**config.mk**
```make
export PLATFORM = sky130hd
export DESIGN_NAME = mul_pipe_vr_flat
export DESIGN_NICKNAME = d
export VERILOG_FILES = /design/src/rtl/mul_pipe_vr_if.sv /design/src/rtl/mul_pipe_vr.sv /design/src/flat_wrapper.sv
export SDC_FILE = /design/constraint.sdc
export NUM_CORES = 1
export LEC_CHECK = 0
export BUFFER_PORTS_ARGS = -buffer_cell sky130_fd_sc_hd__buf_2
export CAP_MARGIN = 20
export CORE_ASPECT_RATIO = 1.2
export CORE_MARGIN = 2
export CORE_UTILIZATION = 64
export CTS_CLUSTER_DIAMETER = 80
export DETAILED_ROUTE_END_ITERATION = 10
export PLACE_DENSITY_LB_ADDON = 0.1
export REMOVE_ABC_BUFFERS = 1
export SYNTH_ARGS = -nofsm -noshare
export SYNTH_HDL_FRONTEND = slang
export SYNTH_SLANG_ARGS = --single-unit
```
**constraint.sdc**
```tcl
create_clock -name clk -period 6.7 [get_ports clk]
set_input_delay 0.67 -clock clk [delete_from_list [all_inputs] [get_ports clk]]
set_output_delay 0.67 -clock clk [all_outputs]
set_load 0.01 [all_outputs]
```
**src/rtl/mul_pipe_vr_if.sv**
```systemverilog
// Handshake bundle for mul_pipe_vr: operand/tag request side and result side.
// master drives requests and out_ready; slave is the multiplier.
interface mul_pipe_vr_if #(
  parameter int WIDTH_A   = 16,
  parameter int WIDTH_B   = 16,
  parameter int WIDTH_OUT = 32,
  parameter int TAG_W     = 4
);
  logic                 in_valid;
  logic                 in_ready;
  logic                 in_signed;
  logic [WIDTH_A-1:0]   in_a;
  logic [WIDTH_B-1:0]   in_b;
  logic [TAG_W-1:0]     in_tag;
  logic                 out_valid;
  logic                 out_ready;
  logic [WIDTH_OUT-1:0] out_data;
  logic                 out_ovf;
  logic [TAG_W-1:0]     out_tag;

  modport master (
    output in_valid, in_signed, in_a, in_b, in_tag, out_ready,
    input  in_ready, out_valid, out_data, out_ovf, out_tag
  );

  modport slave (
    input  in_valid, in_signed, in_a, in_b, in_tag, out_ready,
    output in_ready, out_valid, out_data, out_ovf, out_tag
  );
endinterface

```
**src/rtl/mul_pipe_vr.sv**
```systemverilog
// Pipelined signed/unsigned multiplier with tag sideband, wrap or saturate; latency STAGES cycles.
// Whole pipe stalls when the output holds an unaccepted result; in_ready = out_ready | ~out_valid.
module mul_pipe_vr #(
  parameter int WIDTH_A   = 16,
  parameter int WIDTH_B   = 16,
  parameter int WIDTH_OUT = 32,
  parameter int STAGES    = 3,
  parameter int TAG_W     = 4,
  parameter bit SATURATE  = 1'b0
) (
  input  logic          clk,
  input  logic          rst_n,
  mul_pipe_vr_if.slave  bus
);
  localparam int WP = WIDTH_A + WIDTH_B;

  typedef struct packed {
    logic             vld;
    logic             sgn;
    logic             neg;
    logic [TAG_W-1:0] tag;
  } meta_t;

  logic                 w_adv;
  logic                 w_a_neg;
  logic                 w_b_neg;
  logic [WIDTH_A-1:0]   w_mag_a;
  logic [WIDTH_B-1:0]   w_mag_b;
  meta_t                w_meta_in;
  logic [WP-1:0]        w_fin_mag;
  meta_t                w_fin_meta;
  logic [WIDTH_OUT:0]   w_fin_res;

  logic                 r_out_vld;
  logic [WIDTH_OUT-1:0] r_out_data;
  logic                 r_out_ovf;
  logic [TAG_W-1:0]     r_out_tag;

  assign w_adv        = bus.out_ready | ~r_out_vld;
  assign bus.in_ready = w_adv;

  // Magnitudes stay at full operand width so the most-negative value loses nothing.
  assign w_a_neg   = bus.in_signed & bus.in_a[WIDTH_A-1];
  assign w_b_neg   = bus.in_signed & bus.in_b[WIDTH_B-1];
  assign w_mag_a   = w_a_neg ? (~bus.in_a + 1'b1) : bus.in_a;
  assign w_mag_b   = w_b_neg ? (~bus.in_b + 1'b1) : bus.in_b;
  assign w_meta_in = '{vld: bus.in_valid, sgn: bus.in_signed,
                       neg: w_a_neg ^ w_b_neg, tag: bus.in_tag};

  // Returns {ovf, data} from the unsigned magnitude product and its sign.
  function automatic logic [WIDTH_OUT:0] f_finish(input logic [WP-1:0] mag,
                                                   input logic sgn,
                                                   input logic neg);
    logic [WP-1:0]        p;
    logic                 ovf;
    logic [WIDTH_OUT-1:0] d;
    p   = neg ? (~mag + 1'b1) : mag;
    ovf = 1'b0;
    for (int i = WIDTH_OUT; i < WP; i++) begin
      if (sgn) ovf = ovf | (p[i] != p[WIDTH_OUT-1]);
      else     ovf = ovf | p[i];
    end
    d = p[WIDTH_OUT-1:0];
    if (SATURATE && ovf) begin
      if (!sgn)         d = '1;
      else if (p[WP-1]) d = {1'b1, {(WIDTH_OUT-1){1'b0}}};
      else              d = {1'b0, {(WIDTH_OUT-1){1'b1}}};
    end
    return {ovf, d};
  endfunction

  generate
    if (STAGES == 1) begin : g_s1
      assign w_fin_mag  = {{WIDTH_B{1'b0}}, w_mag_a} * {{WIDTH_A{1'b0}}, w_mag_b};
      assign w_fin_meta = w_meta_in;
    end else begin : g_sn
      logic [WIDTH_A-1:0] r_s1_a;
      logic [WIDTH_B-1:0] r_s1_b;
      meta_t              r_s1_meta;
      logic [WP-1:0]      w_s1_prod;

      always_ff @(posedge clk or negedge rst_n) begin
        if (!rst_n) begin
          r_s1_a    <= '0;
          r_s1_b    <= '0;
          r_s1_meta <= '0;
        end else if (w_adv) begin
          r_s1_a    <= w_mag_a;
          r_s1_b    <= w_mag_b;
          r_s1_meta <= w_meta_in;
        end
      end

      assign w_s1_prod = {{WIDTH_B{1'b0}}, r_s1_a} * {{WIDTH_A{1'b0}}, r_s1_b};

      if (STAGES == 2) begin : g_s2
        assign w_fin_mag  = w_s1_prod;
        assign w_fin_meta = r_s1_meta;
      end else begin : g_mid
        // Product is formed once and delayed; synthesis retiming spreads it over the middle stages.
        logic [WP-1:0] r_mid_p    [STAGES-1:2];
        meta_t         r_mid_meta [STAGES-1:2];

        always_ff @(posedge clk or negedge rst_n) begin
          if (!rst_n) begin
            for (int k = 2; k < STAGES; k++) begin
              r_mid_p[k]    <= '0;
              r_mid_meta[k] <= '0;
            end
          end else if (w_adv) begin
            r_mid_p[2]    <= w_s1_prod;
            r_mid_meta[2] <= r_s1_meta;
            for (int k = 3; k < STAGES; k++) begin
              r_mid_p[k]    <= r_mid_p[k-1];
              r_mid_meta[k] <= r_mid_meta[k-1];
            end
          end
        end

        assign w_fin_mag  = r_mid_p[STAGES-1];
        assign w_fin_meta = r_mid_meta[STAGES-1];
      end
    end
  endgenerate

  assign w_fin_res = f_finish(w_fin_mag, w_fin_meta.sgn, w_fin_meta.neg);

  always_ff @(posedge clk or negedge rst_n) begin
    if (!rst_n) begin
      r_out_vld  <= 1'b0;
      r_out_data <= '0;
      r_out_ovf  <= 1'b0;
      r_out_tag  <= '0;
    end else if (w_adv) begin
      r_out_vld  <= w_fin_meta.vld;
      r_out_data <= w_fin_res[WIDTH_OUT-1:0];
      r_out_ovf  <= w_fin_res[WIDTH_OUT];
      r_out_tag  <= w_fin_meta.tag;
    end
  end

  assign bus.out_valid = r_out_vld;
  assign bus.out_data  = r_out_data;
  assign bus.out_ovf   = r_out_ovf;
  assign bus.out_tag   = r_out_tag;
endmodule
```
**src/flat_wrapper.sv**
```systemverilog
// flat-port wrapper written by rule: the top's interface ports become plain ports
module mul_pipe_vr_flat 
#(
  parameter int WIDTH_A   = 16,
  parameter int WIDTH_B   = 16,
  parameter int WIDTH_OUT = 32,
  parameter int STAGES    = 3,
  parameter int TAG_W     = 4,
  parameter bit SATURATE  = 1'b0
)
  (clk, rst_n, bus_in_valid, bus_in_signed, bus_in_a, bus_in_b, bus_in_tag, bus_out_ready, bus_in_ready, bus_out_valid, bus_out_data, bus_out_ovf, bus_out_tag);
  mul_pipe_vr_if #(.WIDTH_A(WIDTH_A), .WIDTH_B(WIDTH_B), .WIDTH_OUT(WIDTH_OUT), .TAG_W(TAG_W)) bus_i ();
  input  logic clk;
  input  logic rst_n;
  input wire logic [$bits(bus_i.in_valid)-1:0] bus_in_valid;
  input wire logic [$bits(bus_i.in_signed)-1:0] bus_in_signed;
  input wire logic [$bits(bus_i.in_a)-1:0] bus_in_a;
  input wire logic [$bits(bus_i.in_b)-1:0] bus_in_b;
  input wire logic [$bits(bus_i.in_tag)-1:0] bus_in_tag;
  input wire logic [$bits(bus_i.out_ready)-1:0] bus_out_ready;
  output wire logic [$bits(bus_i.in_ready)-1:0] bus_in_ready;
  output wire logic [$bits(bus_i.out_valid)-1:0] bus_out_valid;
  output wire logic [$bits(bus_i.out_data)-1:0] bus_out_data;
  output wire logic [$bits(bus_i.out_ovf)-1:0] bus_out_ovf;
  output wire logic [$bits(bus_i.out_tag)-1:0] bus_out_tag;
  assign bus_i.in_valid = bus_in_valid;
  assign bus_i.in_signed = bus_in_signed;
  assign bus_i.in_a = bus_in_a;
  assign bus_i.in_b = bus_in_b;
  assign bus_i.in_tag = bus_in_tag;
  assign bus_i.out_ready = bus_out_ready;
  assign bus_in_ready = bus_i.in_ready;
  assign bus_out_valid = bus_i.out_valid;
  assign bus_out_data = bus_i.out_data;
  assign bus_out_ovf = bus_i.out_ovf;
  assign bus_out_tag = bus_i.out_tag;
  mul_pipe_vr #(.WIDTH_A(WIDTH_A), .WIDTH_B(WIDTH_B), .WIDTH_OUT(WIDTH_OUT), .STAGES(STAGES), .TAG_W(TAG_W), .SATURATE(SATURATE)) u_core (.clk(clk), .rst_n(rst_n), .bus(bus_i));
endmodule
```
==> run summary <==
post-route ant nets = 0
required time of the critical path = 7050 ps
Slowest cell on crit path = dfrtp_1
Initial Util = 65.6%
post-CTS setup buffers = 0
post-synthesis sequential area ratio = 20.4%
fmax = 0.161 GHz
worst skew pair latency = 420 ps
Synth Warn # = 0
max capacitance violation total = 0
critical path endpoint category = flop
layout cells sized above 1 = 8.24%
Nets = 1968
Crit Reg-Reg Startpoint = u_core.g_sn.r_s1_a[8]
Max clock buf depth = 2
routed vias = 10668
Final Cell Area = 15100 sq um
FILL cells = 1708
TritonCTS Sinks = 113
footprint of the multi-input gates = 9870 sq um
Ports = 80
FF-to-FF End = u_core.g_sn.g_mid.r_mid_p[31]
crit-path most repeated cell = fa_1
register area = 2830 sq um
initial antenna violation count = 0
CTS root buf = clkbuf_16
CP cell instances = and2_1 -> fa_1 -> inv_1 -> fa_1 -> fa_1 -> inv_1 -> fa_1 -> fa_1 -> inv_1 -> fa_1 -> inv_1 -> ha_1 -> nand3_1 -> or4_1 -> a21oi_1 -> a41oi_1 -> xnor2_1 -> a21oi_1
hold crit path type = primary input to async pin
Syn Inst Count = 1583
Worst slew margin = 39.5%
GR Overflow Total = 0
crit-path max cell delay = 600 ps
Max Fanout on Critical Path = 17
Die Width = 138 um
max-slew violations = 0
Hold Buf Count CTS = 0
Row Count = 58
startpoint types = flop
routability cong. = 0.888
DRT iter0 DRCs = 551
period utilization = 92.7%
global-route wire length before repair = 52.9 mm
GRT Total Usage = 29.0%
Commonest cells post-synth = 300 x nand2_1, 242 x inv_1, 194 x fa_1
top cells by area, synth = fa_1 28%, dfrtp_1 20%, ha_1 9.7%
Setup Crit Path Kind = flop to flop
critical path launch point = u_core.g_sn.r_s1_a[8]
ys async rst share = 100%
largest net degree at the start of global routing = 84
IO Port Bufs = 78
die area = 22800 sq um
vias per inst = 5.59
final setup fails = 0
WP buf/inv = 4
Die Ht = 165 um
CTS tree = built
Syn Area/Cell = 8.75 sq um
Main synth FF type = dfrtp_1
slew at the pin with the worst max-slew slack = 908 ps
FF-to-FF setup slack = 490 ps
wire per inst = 16.5 um
dpl cell area = 14400 sq um
vias in the first global route = 10926
H-tree levels = 4
Area Overhead vs Synth = 9.04%
Tmin final = 6210 ps
R2R depth = 18
Yosys top cell area share = 28.0%
unrepaired setup endpoints after global routing = false
status = completed
PostCTS Resize Cnt = 0
worst path arrival time = 6560 ps
#FFs+latches synth = 113
DRC violations left = 0
Unique masters post-synth = 60
final WL = 31.6 mm
kind of cell adding the most delay to the critical path = adder cells
dpl hpwl = 24.1 mm
most numerous cell in the Yosys netlist = nand2_1
Clock Pin Slew Worst Setup and Hold Paths = 70 ps
Post-synth EDFFs = 0
Core Box Area = 21100 sq um
TritonCTS buffer count = 17
drt first pass iters = 6
Ant. Diodes = 0
clk_skew = 9.64 ps
Mapped Area = 13900 sq um
Hold Vio Cnt, Final = 0
largest area contributor in the netlist = fa_1
[stage by stage]
step / setup WS [ps] / utilization (%) / TNS, ps / std cells / hold WS [ps]
floorplan: -2690 / - / -98490 / 1515 / 374
global placement: 611 / 68.3 / 0 / 1876 / 439
detailed placement: 502 / 68.3 / 0 / 1876 / 451
CTS: 498 / 71.4 / 0 / 1907 / 271
global route: 243 / 71.5 / 0 / 1908 / 297
finish: 487 / 71.5 / 0 / 1908 / 248
[per-layer routing]
| metal | share of wire (%) | GRT usage (%) | vias to the layer above |
|---|---|---|---|
| met5 | 0 | 0 | - |
| met4 | 1.8 | 7.93 | 0 |
| met3 | 6.5 | 5.22 | 58 |
| met2 | 49 | 51.4 | 373 |
| met1 | 43 | 37.2 | 5175 |
| li1 | - | - | 5062 |
[sequential cells by signal (all words and copies together), names as in the netlist]
signal / count
u_core.g_sn.g_mid.r_mid_p: 32
u_core.g_sn.g_mid.r_mid_meta: 6
u_core.bus.out_data: 32
u_core.g_sn.r_s1_meta: 6
u_core.g_sn.r_s1_a: 16
u_core.bus.out_tag: 4
u_core.g_sn.r_s1_b: 16
u_core.bus.out_valid: 1
[cells in the final DEF (no fill, tap or decap), types with 4 or more instances in the layout]
cell type,instances
nor3_1,13
ha_1,107
nor2_1,57
a211oi_1,7
xnor2_1,35
bufinv_16,5
fa_1,194
buf_4,14
or4_1,4
a21boi_0,5
o21ai_0,92
o31ai_1,18
or3_1,4
nand2_1,300
nand3_1,12
inv_1,241
clkinv_4,5
and2_1,122
a21o_1,10
buf_2,77
nand4_1,6
xor2_1,46
a21oi_1,61
nand2b_1,4
o21a_1,4
nor4_1,8
dfrtp_1,113
a31oi_1,7
clkbuf_16,17
[cells by family after synthesis]
family | share of synthesized area (%)
compound gates | 9.57
xor+xnor | 5.12
fa+ha+maj | 37.7
buf+inv | 8.43
flops | 20.4
mux | 0.217
other cells | 0.0271
simple gates | 18.5
[worst max path at each step]
stage | end | cells after the start
detailed placement | u_core.g_sn.g_mid.r_mid_p[31] | 17
floorplan | u_core.g_sn.g_mid.r_mid_p[30] | 4
global placement | u_core.g_sn.g_mid.r_mid_p[31] | 18
CTS | u_core.g_sn.g_mid.r_mid_p[31] | 18
finish | u_core.g_sn.g_mid.r_mid_p[31] | 18
global route | u_core.g_sn.g_mid.r_mid_p[19] | 17
[cell type report]
cell class	instances	share of cell area, %
multi-input cells	1160	65.3
flip-flops and latches	113	18.7
inverters	242	6.01
repair buffers	92	3.38
clock buffers	17	2.82
well taps	270	2.24
clock inverters	14	1.52
Power is not shown: default switching activity piles up to over one toggle a cycle in this logic, so the estimate is an artifact.
